File: src/rtl/gelu_seq_ctrl.sv
// Sequencer that streams a source buffer through the fp16 GELU datapath one element
// at a time and writes each result back to a destination buffer.
module gelu_seq_ctrl #(
    parameter int ADDR_W = 10,
    parameter int LAT    = 4
) (
    input  logic              clk,
    input  logic              rst_n,
    input  logic              start,
    input  logic              abort,
    input  logic [ADDR_W-1:0] src_base,
    input  logic [ADDR_W-1:0] dst_base,
    input  logic [ADDR_W:0]   len,
    output logic              busy,
    output logic              done,
    output logic [ADDR_W:0]   count,
    output logic              rd_en,
    output logic [ADDR_W-1:0] rd_addr,
    input  logic [15:0]       rd_data,
    output logic              gelu_valid,
    output logic [15:0]       gelu_in,
    input  logic [15:0]       gelu_result,
    output logic              wr_en,
    output logic [ADDR_W-1:0] wr_addr,
    output logic [15:0]       wr_data
);

    typedef enum logic [2:0] {
        S_IDLE,
        S_FETCH,
        S_ISSUE,
        S_WAIT,
        S_WRITE,
        S_DONE
    } state_t;

    localparam logic [3:0] WAIT_LOAD = 4'(LAT - 1);

    state_t            r_state;
    state_t            w_next;
    logic [ADDR_W-1:0] r_src_ptr;
    logic [ADDR_W-1:0] r_dst_ptr;
    logic [ADDR_W:0]   r_len;
    logic [ADDR_W:0]   r_count;
    logic [ADDR_W:0]   w_count_inc;
    logic [3:0]        r_wait_cnt;
    logic [15:0]       r_gelu_in;
    logic              w_abort;

    assign w_count_inc = r_count + (ADDR_W + 1)'(1);
    assign w_abort     = abort && (r_state == S_FETCH || r_state == S_ISSUE ||
                                   r_state == S_WAIT  || r_state == S_WRITE);

    always_ff @(posedge clk or negedge rst_n) begin
        if (!rst_n) begin
            r_state <= S_IDLE;
        end else begin
            r_state <= w_next;
        end
    end

    always_comb begin
        w_next = r_state;
        case (r_state)
            S_IDLE:  if (start) w_next = (len == '0) ? S_DONE : S_FETCH;
            S_FETCH: w_next = S_ISSUE;
            S_ISSUE: w_next = S_WAIT;
            S_WAIT:  if (r_wait_cnt == 4'd0) w_next = S_WRITE;
            S_WRITE: w_next = (w_count_inc == r_len) ? S_DONE : S_FETCH;
            S_DONE:  w_next = S_IDLE;
            default: w_next = S_IDLE;
        endcase
        // Abort only redirects the next state; the current cycle's strobe still fires.
        if (w_abort) w_next = S_IDLE;
    end

    always_ff @(posedge clk or negedge rst_n) begin
        if (!rst_n) begin
            r_src_ptr  <= '0;
            r_dst_ptr  <= '0;
            r_len      <= '0;
            r_count    <= '0;
            r_wait_cnt <= '0;
            r_gelu_in  <= '0;
        end else begin
            case (r_state)
                S_IDLE: begin
                    if (start) begin
                        r_src_ptr <= src_base;
                        r_dst_ptr <= dst_base;
                        r_len     <= len;
                        r_count   <= '0;
                    end
                end
                S_ISSUE: begin
                    r_gelu_in  <= rd_data;
                    r_wait_cnt <= WAIT_LOAD;
                end
                S_WAIT: begin
                    if (r_wait_cnt != 4'd0) r_wait_cnt <= r_wait_cnt - 4'd1;
                end
                S_WRITE: begin
                    r_src_ptr <= r_src_ptr + ADDR_W'(1);
                    r_dst_ptr <= r_dst_ptr + ADDR_W'(1);
                    r_count   <= w_count_inc;
                end
                default: ;
            endcase
        end
    end

    // The GELU input register samples only on gelu_valid, so gelu_in is held between issues.
    assign busy       = (r_state != S_IDLE);
    assign done       = (r_state == S_DONE);
    assign count      = r_count;
    assign rd_en      = (r_state == S_FETCH);
    assign rd_addr    = r_src_ptr;
    assign gelu_valid = (r_state == S_ISSUE);
    assign gelu_in    = (r_state == S_ISSUE) ? rd_data : r_gelu_in;
    assign wr_en      = (r_state == S_WRITE);
    assign wr_addr    = r_dst_ptr;
    assign wr_data    = (r_state == S_WRITE) ? gelu_result : 16'h0000;

endmodule

File: config.mk
export PLATFORM = sky130hd
export DESIGN_NAME = gelu_seq_ctrl
export DESIGN_NICKNAME = d
export VERILOG_FILES = /design/src/rtl/gelu_seq_ctrl.sv
export SDC_FILE = /design/constraint.sdc
export NUM_CORES = 1
export LEC_CHECK = 0
export ABC_AREA = 0
export BUFFER_PORTS_ARGS = -buffer_cell sky130_fd_sc_hd__buf_2
export CAP_MARGIN = 40
export CELL_PAD_IN_SITES_DETAIL_PLACEMENT = 2
export CELL_PAD_IN_SITES_GLOBAL_PLACEMENT = 2
export CORE_AREA = 3 3 113 115
export DETAILED_ROUTE_END_ITERATION = 8
export DIE_AREA = 0 0 116 118
export PLACE_DENSITY_LB_ADDON = 0.1
export SYNTH_ARGS = -nofsm -noshare
export SYNTH_HDL_FRONTEND = slang
export SYNTH_SLANG_ARGS = --single-unit
File: constraint.sdc
create_clock -name clk -period 3.65 [get_ports clk]
set_input_delay 0.73 -clock clk [delete_from_list [all_inputs] [get_ports clk]]
set_output_delay 0.73 -clock clk [all_outputs]
set_load 0.05 [all_outputs]
# --- Word level (Yosys, flattened, before mapping) ---
# Index checks and enable logic that the tools add are counted.
totals:
  elab_cells: 52
  register_bits: 65
  output_inout_bits: 68
op_classes:
  n_mux: 16
  addsub: 4
  reduce_logical: 15
  eq_ne: 10
op_table:
  columns: ["operator", "count"]
  rows:
  - ["$pmux W10 S2", 2]
  - ["$mux W16", 2]
  - ["$pmux W11 S2", 1]
  - ["$add A10 B1 Y10 const B", 2]
  - ["$mux W10", 2]
  - ["$mux W3", 5]
  - ["$pmux W3 S5", 1]
  - ["$add A11 B1 Y11 const B", 1]
  - ["$eq A11 B11 Y1", 1]
  - ["$logic_not A11 Y1", 1]
  - ["$mux W11", 1]
  - ["$pmux W4 S2", 1]
  - ["$reduce_and A2 Y1", 4]
  - ["$eq A3 B2 Y1 const B", 2]
  - ["$eq A3 B3 Y1 const B", 2]
  - ["$logic_not A4 Y1", 1]
  - ["$mux W4", 1]
  - ["$reduce_bool A2 Y1", 2]
  - ["$reduce_bool A4 Y1", 1]
  - ["$sub A4 B1 Y4 const B", 1]
  - ["$eq A3 B1 Y1 const B", 1]
  - ["$logic_not A3 Y1", 1]
  - ["$logic_or A1 B1 Y1", 3]
  - ["$ne A3 B2 Y1 const B", 1]
  - ["5 further kinds", 5]

# --- Logic depth before layout (Yosys ltp) ---
# Gate-level depths: netlist (run 1).
depth:
  ltp_word: 7
  ltp_mapped: 7
  ltp_nobuf: 6

# --- Least setup slack after synthesis (run 1) ---
# Ideal clock, no wire load.
synth_path:
  path_kind: "register to output"
  start: "register r_state[0]"
  end: "output wr_data[10]"
  path_buffers: 2
  arrival_ns: 2.045
  stages_incl_launch_ff: 6
  path_slack_ns: 0.875
  cell_sequence: "dfrtp_1 -> buf_6 -> or3b_4 -> inv_2 -> clkbuf_1 -> and2_1"
synth_via:
  elab_chain_len: 2
synth_lines:
  columns: ["element", "line", "source"]
  rows:
  - ["start, declared", "39", "state_t r_state;"]
  - ["start signal, assigned", "58", "r_state <= w_next;"]
  - ["$eq A3 B3 Y1", null, null]
  - ["net wr_en", "23", "output logic wr_en,"]
  - ["$mux W16", "122", "assign wr_data = (r_state == S_WRITE) ? gelu_result : 16'h0000;"]
  - ["end, declared", "25", "output logic [15:0] wr_data"]
# The timed path passes the listed nets, and every way through them passes these cells.

# --- Worst setup path after layout (run 1) ---
layout_path:
  start: "register r_state[2]"
  end: "output wr_data[10]"
layout_via:
  elab_chain_len: 2
layout_lines:
  columns: ["element", "line"]
  rows:
  - ["$eq A3 B3 Y1", "122"]
  - ["$mux W16", "122"]
# No other way between the ends.

==> impl_metrics.yaml, run 1 <==
cts:
  post-cts-setup-buffers: 0
  numCtsBuffers: 9
  clockBufferDepth: 2
  h-tree-depth: 3
  cts-hold-fix-buffers: 0
  clock_sinks: 65
  cts_tree: "built"
  post_cts_resized: 0
  cts_root_buf: "clkbuf_16"
  clk_latency_ps: 340
  clkTransAtPathRegs_ps: 60
drt:
  vias: 3389
  final_antenna_net_count: 0
  first_pass_iters: 4
  wl_per_cell_um: 18.4
  drc: 0
  drt_iter0_drc: 122
  wl_um: 12100
  vias_per_cell: 5.17
sta:
  fmax_ghz: 0.320
  slew_headroom_pct: 44.0
  grt_setup_unrepaired: "no"
  finClkSkew_ps: 6.50
  tns_ps: 0
  fin_ws_ps: 530
  hold_viol_final: 0
  fin_crit_ps: 3120
  slew_violations: 0
  setup-violations-final: 0
  tightest_slew_ps: 839
  min_period_over_period_pct: 85.5
logic_synthesis:
  synth_area_mm2: 0.00353
  yosys-top-cells-count: "65 x dfrtp_1, 55 x nand2_1, 34 x nor2_1, 24 x o21ai_0, 19 x and2_1"
  synthCells: 378
  yosys-top-cells-area: "dfrtp_1 46%, nand2_1 5.9%, mux2_2 5.1%"
  yosysTopAreaCellShare_pct: 46.1
  synth_seq_cells: 65
  async_flop_share_pct: 100
  synth_most_common_cell: "dfrtp_1"
  synth_ff_type: "dfrtp_1"
  ys_seq_area_share_pct: 46.1
  yosysTopAreaCell: "dfrtp_1"
  ys_types: 49
  synth-edff-count: 0
  ys_warn_count: 0
  syn_nets: 449
  avgSynthCellArea_um2: 9.33
cells_and_area:
  nFillCells: 1381
  num_antenna_cells: 0
  area_growth_pct: 31.4
  drive_above_1_share_pct: 35.2
  final_nets: 575
  instances_no_fill: 655
outcome:
  outcome: "complete, no violations"
global_route:
  grt_first_pass_wirelength_um: 19700
  grtUsageTotal_pct: 18.3
  grt_max_degree: 35
  gr-total-overflow: 0
  grt_pass1_vias: 3661
  antenna_found_initial: 0
job:
  drv_cap: 0
die:
  start_util_pct: 29.6
  rows: 40
  dieWidth_um: 116
  fp.dieH_um: 118
  ioPinCount: 135
  dieArea_mm2: 0.0137
  core_mm2: 0.0119
place:
  gp_congestion: 0.776
  portBuffers: 134
  dpl.hpwl_um: 8890
  dp.cells: 640
  dp_slack_ps: 849
worst_hold_path:
  min_path_type: "in -> async"
worst_setup_path:
  worst_setup_path_end_kind: "output port"
  crit_arrival_ps: 2390
  required_ps: 2920
  path_max_fanout: 31
  worstSetupPathType: "reg -> out"
  reg2reg_depth: 5
  startpoint_type: "flip-flop"
power:
  power_density_mw_per_mm2: 929
  vdd.ir_drop.worst_mv: 0.320
  p_leak_nw: 2.20
through the flow:
| step | instance area (µm²) | total power, mW | util (%) | hold WS (ps) |
|---|---|---|---|---|
| after global routing | 4630 | 4.58 | 38.9 | 518 |
| final | 4630 | 4.30 | 38.9 | 486 |
| after CTS | 4630 | 4.36 | 38.9 | 499 |
| after global placement | 4300 | 3.30 | 36.1 | 477 |
| after floorplan | 3530 | 2.81 | - | 434 |
| after detailed placement | 4300 | 3.38 | 36.1 | 485 |
power breakdown:
| part | switching (mW) | total [mW] | internal [mW] | leakage [nW] |
|---|---|---|---|---|
| Combinational | 1.47 | 2.06 | 0.593 | 1.25 |
| Sequential | 0.276 | 1.28 | 1.00 | 0.791 |
| Clock | 0.331 | 0.963 | 0.632 | 0.158 |
path summary, 6_finish.rpt:
check | startpoint | slack, ps | endpoint
setup reg to reg | r_state[2] | 1220 | wr_addr[6]
hold / removal | rst_n | 490 | r_gelu_in[2]
min in group clk | r_gelu_in[7] | 490 | r_gelu_in[7]
setup / recovery | r_state[2] | 530 | wr_data[10]
hold reg to reg | r_gelu_in[7] | 490 | r_gelu_in[7]
max in group asynchronous | rst_n | 2480 | wr_addr[7]
final cells by class:
type / count / area, µm² / share of cell area [%]
clock buffers: 11 / 253 / 5.46
clock inverters: 4 / 76.3 / 1.65
multi-input cells: 283 / 1750 / 37.8
flip-flops and latches: 65 / 1630 / 35.1
inverters: 6 / 22.5 / 0.486
repair buffers: 139 / 721 / 15.6
well taps: 147 / 184 / 3.97
flip-flops by register name, indices dropped and copies added (netlist names):
register / flops
r_wait_cnt: 4
rd_addr: 10
count: 11
r_gelu_in: 16
r_len: 11
r_state: 3
wr_addr: 10
critical path, stage by stage, from the launching register on:
cell and delay [ps]:
dfrtp_1 560, or3b_4 600, inv_2 410, and2_1 200, buf_2 260
routing by layer:
metal  vias up  share of wire, %  track usage, %  routed length, µm
li1       1608                 -               -                  -
met1      1700                44            22.4               5290
met2        73                51            31.8               6190
met3         8               4.0            4.47                482
met4         0              0.92            4.57                111
met5         -                 0               0                  0
placed cells by master, fill, tap and decap left out, drive strengths merged, types with 6 or more instances in the layout:
cell type | Yosys | final
a211oi | 12 | 12
a21oi | 12 | 12
a311oi | 7 | 7
and2 | 19 | 19
buf | 17 | 139
clkbuf | 7 | 11
dfrtp | 65 | 65
inv | 6 | 6
mux2 | 16 | 16
nand2 | 55 | 55
nand3 | 12 | 12
nor2 | 36 | 36
nor3 | 10 | 10
o21ai | 24 | 24
or3 | 9 | 9
xnor2 | 10 | 10
logic make-up after synthesis:
logic type / count (synthesis) / share of synthesized area (%)
AOI/OAI and AO/OA: 82 / 15.8
xor gates and xnor gates: 15 / 3.73
adders and majority gates: 4 / 1.42
buffers and inverters: 30 / 4.40
DFF: 65 / 46.1
muxes: 16 / 5.11
and+or+nand+nor: 166 / 23.4
(Power assumes the default switching activity.)
==> inputs of run 2 (changes only) <==
--- a/config.mk
+++ b/config.mk
@@ -11,6 +11,7 @@
 export CELL_PAD_IN_SITES_DETAIL_PLACEMENT = 2
 export CELL_PAD_IN_SITES_GLOBAL_PLACEMENT = 2
 export CORE_AREA = 3 3 113 115
+export CTS_CLUSTER_SIZE = 16
 export DETAILED_ROUTE_END_ITERATION = 8
 export DIE_AREA = 0 0 116 118
 export PLACE_DENSITY_LB_ADDON = 0.1
==> constraint.sdc (replaced) <==
create_clock -name clk -period 3.79 [get_ports clk]
set_input_delay 0.758 -clock clk [delete_from_list [all_inputs] [get_ports clk]]
set_output_delay 0.758 -clock clk [all_outputs]
set_load 0.05 [all_outputs]
==> run 2 against run 1 <==
Final area decreased by 1.1%. Largest power group unchanged. Non-clock buffer count increased by 1. Clock skew increased by 2.1 ps. Die area unchanged. Global-route usage decreased by 0.83 points. Count of clock-buffer cells in the layout decreased by 1.
==> impl_metrics.yaml, run 2 (synthesized netlist as in run 1, its figures left out) <==
cells_and_area:
  regMostFlops: "r_gelu_in"
  num_antenna_cells: 0
  final_nets: 576
  final_cell_mix: "134 x buf_2, 65 x dfrtp_1, 55 x nand2_1"
  drive_above_1_share_pct: 35.2
  final_common_cell: "buf_2"
  area_growth_pct: 30.0
  largest_register_ffs: 16
cts:
  post-cts-setup-buffers: 0
  cts-hold-fix-buffers: 0
  cts_tree: "built"
  clkTransAtPathRegs_ps: 50
  h-tree-depth: 3
  clk_latency_ps: 330
  numCtsBuffers: 9
  clock_sinks: 65
  cts_root_buf: "clkbuf_16"
  clockBufferDepth: 2
  post_cts_resized: 0
power:
  vdd.ir_drop.worst_mv: 0.346
  power_density_mw_per_mm2: 873
  p_leak_nw: 2.19
drt:
  drt_iter0_drc: 203
  first_pass_iters: 4
  wl_per_cell_um: 17.5
  drc: 0
  wl_um: 11500
  vias_per_cell: 5.15
  final_antenna_net_count: 0
  vias: 3372
sta:
  setup-violations-final: 0
  hold_viol_final: 0
  finClkSkew_ps: 8.58
  grt_setup_unrepaired: "no"
  fin_ws_ps: 698
  tns_ps: 0
  min_period_over_period_pct: 81.6
  fmax_ghz: 0.323
  slew_violations: 0
  tightest_slew_ps: 769
  fin_crit_ps: 3090
  slew_headroom_pct: 48.7
worst_setup_path:
  required_ps: 3030
  worst_setup_path_end_kind: "output port"
  ff2ff_setup_slack_ps: 1360
  path_max_fanout: 31
  worstSetupPathType: "reg -> out"
  reg2reg_from: "r_state[2]"
  startpoint_type: "flip-flop"
  r2r_end: "count[6]"
  reg2reg_depth: 6
  crit_arrival_ps: 2330
job:
  drv_cap: 0
global_route:
  gr-total-overflow: 0
  grt_first_pass_wirelength_um: 19200
  antenna_found_initial: 0
  grt_pass1_vias: 3633
  grt_max_degree: 35
  grtUsageTotal_pct: 17.4
place:
  gp_congestion: 0.751
  portBuffers: 134
  dpl.hpwl_um: 8580
  dp_slack_ps: 999
worst_hold_path:
  min_path_type: "reg -> reg"
  min_to: "r_gelu_in[13]"
  hold_depth: 1
  hold_start: "r_gelu_in[13]"
outcome:
  outcome: "complete, no violations"
die:
  dieWidth_um: 116
  start_util_pct: 29.6
  ioPinCount: 135
  core_mm2: 0.0119
  rows: 40
  fp.dieH_um: 118
  dieArea_mm2: 0.0137
-- run 2: cell types whose count changed in the layout (fill, tap and decap cells not counted) --
| cell | delta |
|---|---|
| clkinv_2 | +3 |
| buf_4 | +2 |
| buf_12 | -1 |
| bufinv_16 | -1 |
| clkbuf_8 | -1 |
| clkinv_4 | -1 |
| clkinvlp_4 | -1 |
-- run 2: how the worst max path moves through the flow --
stage               startpoint           to  slack (ps)
floorplan           r_state[0]  wr_data[10]         990
global placement    r_state[2]   wr_data[5]        1070
detailed placement  r_state[2]   wr_data[9]        1000
CTS                 r_state[2]   wr_data[9]         650
global route        r_state[2]   wr_data[4]         530
finish              r_state[2]   wr_data[9]         700
-- run 2: final cells by class --
cell class | instances | area, µm²
clock inverters | 4 | 45.0
repair buffers | 140 | 716
clock buffers | 10 | 239
multi-input cells | 283 | 1750
fillers | 1363 | 7330
well taps | 147 | 184
flip-flops and latches | 65 | 1630
inverters | 6 | 22.5
-- run 2: stage by stage --
| step | utilization (%) | instance area, µm² | std cells | hold slack [ps] | total power [mW] |
|---|---|---|---|---|---|
| final | 38.5 | 4580 | 655 | 491 | 4.00 |
| after global routing | 38.5 | 4580 | 655 | 505 | 4.27 |
| after CTS | 38.5 | 4580 | 655 | 498 | 4.06 |
| after detailed placement | 36.1 | 4300 | 641 | 486 | 3.23 |
| after global placement | 36.1 | 4300 | 641 | 477 | 3.17 |
| after floorplan | - | 3530 | 378 | 462 | 2.71 |
-- run 2: routing by layer --
layer / track usage [%] / vias up / routed length, µm
met5: 0 / - / 0
met4: 4.21 / 0 / 138
met3: 3.70 / 12 / 467
met2: 30.1 / 75 / 5910
met1: 22.1 / 1679 / 4960
li1: - / 1606 / -
-- run 2: where the power goes --
part	switching [mW]	internal, mW	total, mW	leakage (nW)
logic	1.40	0.570	1.97	1.25
registers	0.250	0.967	1.22	0.791
clock network	0.293	0.516	0.809	0.144
total	1.95	2.05	4.00	2.19
-- run 2: critical path: stages (launching register included) --
cell and delay [ps]:
dfrtp_1 530, or3b_4 610, inv_2 400, and2_1 200, buf_2 270
==> inputs of run 3 (changes only) <==
--- a/config.mk
+++ b/config.mk
@@ -10,10 +10,10 @@
 export CAP_MARGIN = 40
 export CELL_PAD_IN_SITES_DETAIL_PLACEMENT = 2
 export CELL_PAD_IN_SITES_GLOBAL_PLACEMENT = 2
-export CORE_AREA = 3 3 113 115
+export CORE_AREA = 3 3 121 123
 export CTS_CLUSTER_SIZE = 16
 export DETAILED_ROUTE_END_ITERATION = 8
-export DIE_AREA = 0 0 116 118
+export DIE_AREA = 0 0 124 126
 export PLACE_DENSITY_LB_ADDON = 0.1
 export SYNTH_ARGS = -nofsm -noshare
 export SYNTH_HDL_FRONTEND = slang
==> constraint.sdc (replaced) <==
create_clock -name clk -period 2.75 [get_ports clk]
set_input_delay 0.55 -clock clk [delete_from_list [all_inputs] [get_ports clk]]
set_output_delay 0.55 -clock clk [all_outputs]
set_load 0.05 [all_outputs]
==> run 3 against run 2 <==
Non-clock buffer count rose by 3. Die area rose by 14%. Final area rose by 1.3%. Clock power rose by 36%. Largest cell class unchanged. First-iteration DRC count decreased by 29%. Highest routed layer unchanged. Critical path depth stayed put. Register-to-register slack got worse by 800 ps. Clock skew shrank 3.4 ps. Final cell count grew 5.6%. Core utilization decreased by 4.8 points.
==> impl_metrics.yaml, run 3 (synthesized netlist as in run 1, its figures left out) <==
power:
  clockPowerShare_pct: 20.0
  seqPwrFrac_pct: 30.4
  p_sw_share_pct: 49.0
  p_int_mw: 2.82
  power_density_mw_per_mm2: 1190
  p_leak_nw: 2.20
  p_switching_mw: 2.71
  vdd.ir_drop.worst_mv: 0.462
  combPwrFrac_pct: 49.7
cells_and_area:
  final_common_cell: "buf_2"
  final_nets: 579
  nFillCells: 1622
  instances_no_fill: 692
  final_cell_mix: "134 x buf_2, 65 x dfrtp_1, 55 x nand2_1"
  area_growth_pct: 31.7
  num_antenna_cells: 0
  regMostFlops: "r_gelu_in"
  drive_above_1_share_pct: 35.4
  largest_register_ffs: 16
worst_setup_path:
  worstSetupPathType: "reg -> out"
  path_max_fanout: 19
  worst_setup_path_end_kind: "output port"
  required_ps: 2200
  crit_arrival_ps: 2010
  startpoint_type: "flip-flop"
sta:
  fin_crit_ps: 2560
  slew_headroom_pct: 56.6
  grt_setup_unrepaired: "no"
  finClkSkew_ps: 5.17
  slew_violations: 0
  setup-violations-final: 0
  tns_ps: 0
  hold_viol_final: 0
  fmax_ghz: 0.391
  tightest_slew_ps: 648
  min_period_over_period_pct: 93.1
place:
  dpl.hpwl_um: 9190
  gp_congestion: 0.733
  dp.cells: 677
  portBuffers: 134
drt:
  first_pass_iters: 4
  vias_per_cell: 4.90
  wl_um: 12200
  drc: 0
  drt_iter0_drc: 144
  final_antenna_net_count: 0
  vias: 3391
  wl_per_cell_um: 17.6
die:
  core_mm2: 0.0138
  dieWidth_um: 124
  fp.dieH_um: 126
  dieArea_mm2: 0.0156
  ioPinCount: 135
  start_util_pct: 25.6
  rows: 43
global_route:
  gr-total-overflow: 0
  grtUsageTotal_pct: 16.2
  antenna_found_initial: 0
  grt_first_pass_wirelength_um: 19600
  grt_pass1_vias: 3558
  grt_max_degree: 30
cts:
  post_cts_resized: 0
  numCtsBuffers: 9
  post-cts-setup-buffers: 0
  h-tree-depth: 3
  clk_latency_ps: 340
  clkTransAtPathRegs_ps: 50
  cts_root_buf: "clkbuf_16"
  clockBufferDepth: 2
  cts-hold-fix-buffers: 0
  clock_sinks: 65
  cts_tree: "built"
job:
  drv_cap: 0
outcome:
  outcome: "complete, no violations"
worst_hold_path:
  min_path_type: "in -> async"
-- run 3: power groups by stage --
stage,sequential [mW],clock (mW),combinational [mW]
2_1_floorplan,2.09,0,1.64
3_3_place_gp,1.68,0,2.73
3_5_place_dp,1.71,0,2.78
4_1_cts,1.69,1.15,2.79
5_1_grt,1.75,1.18,2.97
6_report,1.68,1.10,2.75
-- run 3: area by class of cell --
cell class                 count  area (µm²)  area share [%]
tap                          180         225            4.85
multi-input combinational    283        1750            37.7
inverter                       6        22.5           0.485
clock inverter                 4        45.0           0.970
clock buffer                  11         233            5.01
sequential                    65        1630            35.0
timing repair buffer         143         742            16.0
-- run 3: final timing paths --
path	startpoint	to	slack, ps	cells after the start
setup reg to reg	r_state[2]	wr_addr[4]	560	6
hold reg to reg	r_gelu_in[9]	r_gelu_in[9]	490	1
min in group clk	len[8]	r_len[8]	420	3
hold / removal	rst_n	r_gelu_in[4]	160	1
setup / recovery	r_state[2]	wr_data[9]	190	4
max in group asynchronous	rst_n	r_len[6]	1860	2
-- run 3: per-stage QoR --
stage	utilization [%]	instance area, µm²	power (mW)	hold slack, ps	setup WS, ps
3_5_place_dp	31.7	4370	4.49	485	523
6_report	33.7	4640	5.53	157	189
5_1_grt	33.7	4640	5.90	184	65.0
2_1_floorplan	-	3530	3.73	254	155
3_3_place_gp	31.6	4350	4.41	476	432
4_1_cts	33.7	4640	5.64	168	137
-- run 3: metal layers --
metal,share of wire (%),GRT usage (%)
met1,45,21.0
met3,4.1,3.64
met4,1.4,5.22
met2,50,26.7
met5,0,0
-- run 3: worst max-delay path, cell delays in order (launching register included) --
cell	delay, ps
dfrtp_1	560
or3b_4	440
inv_2	230
and2_1	180
buf_2	260
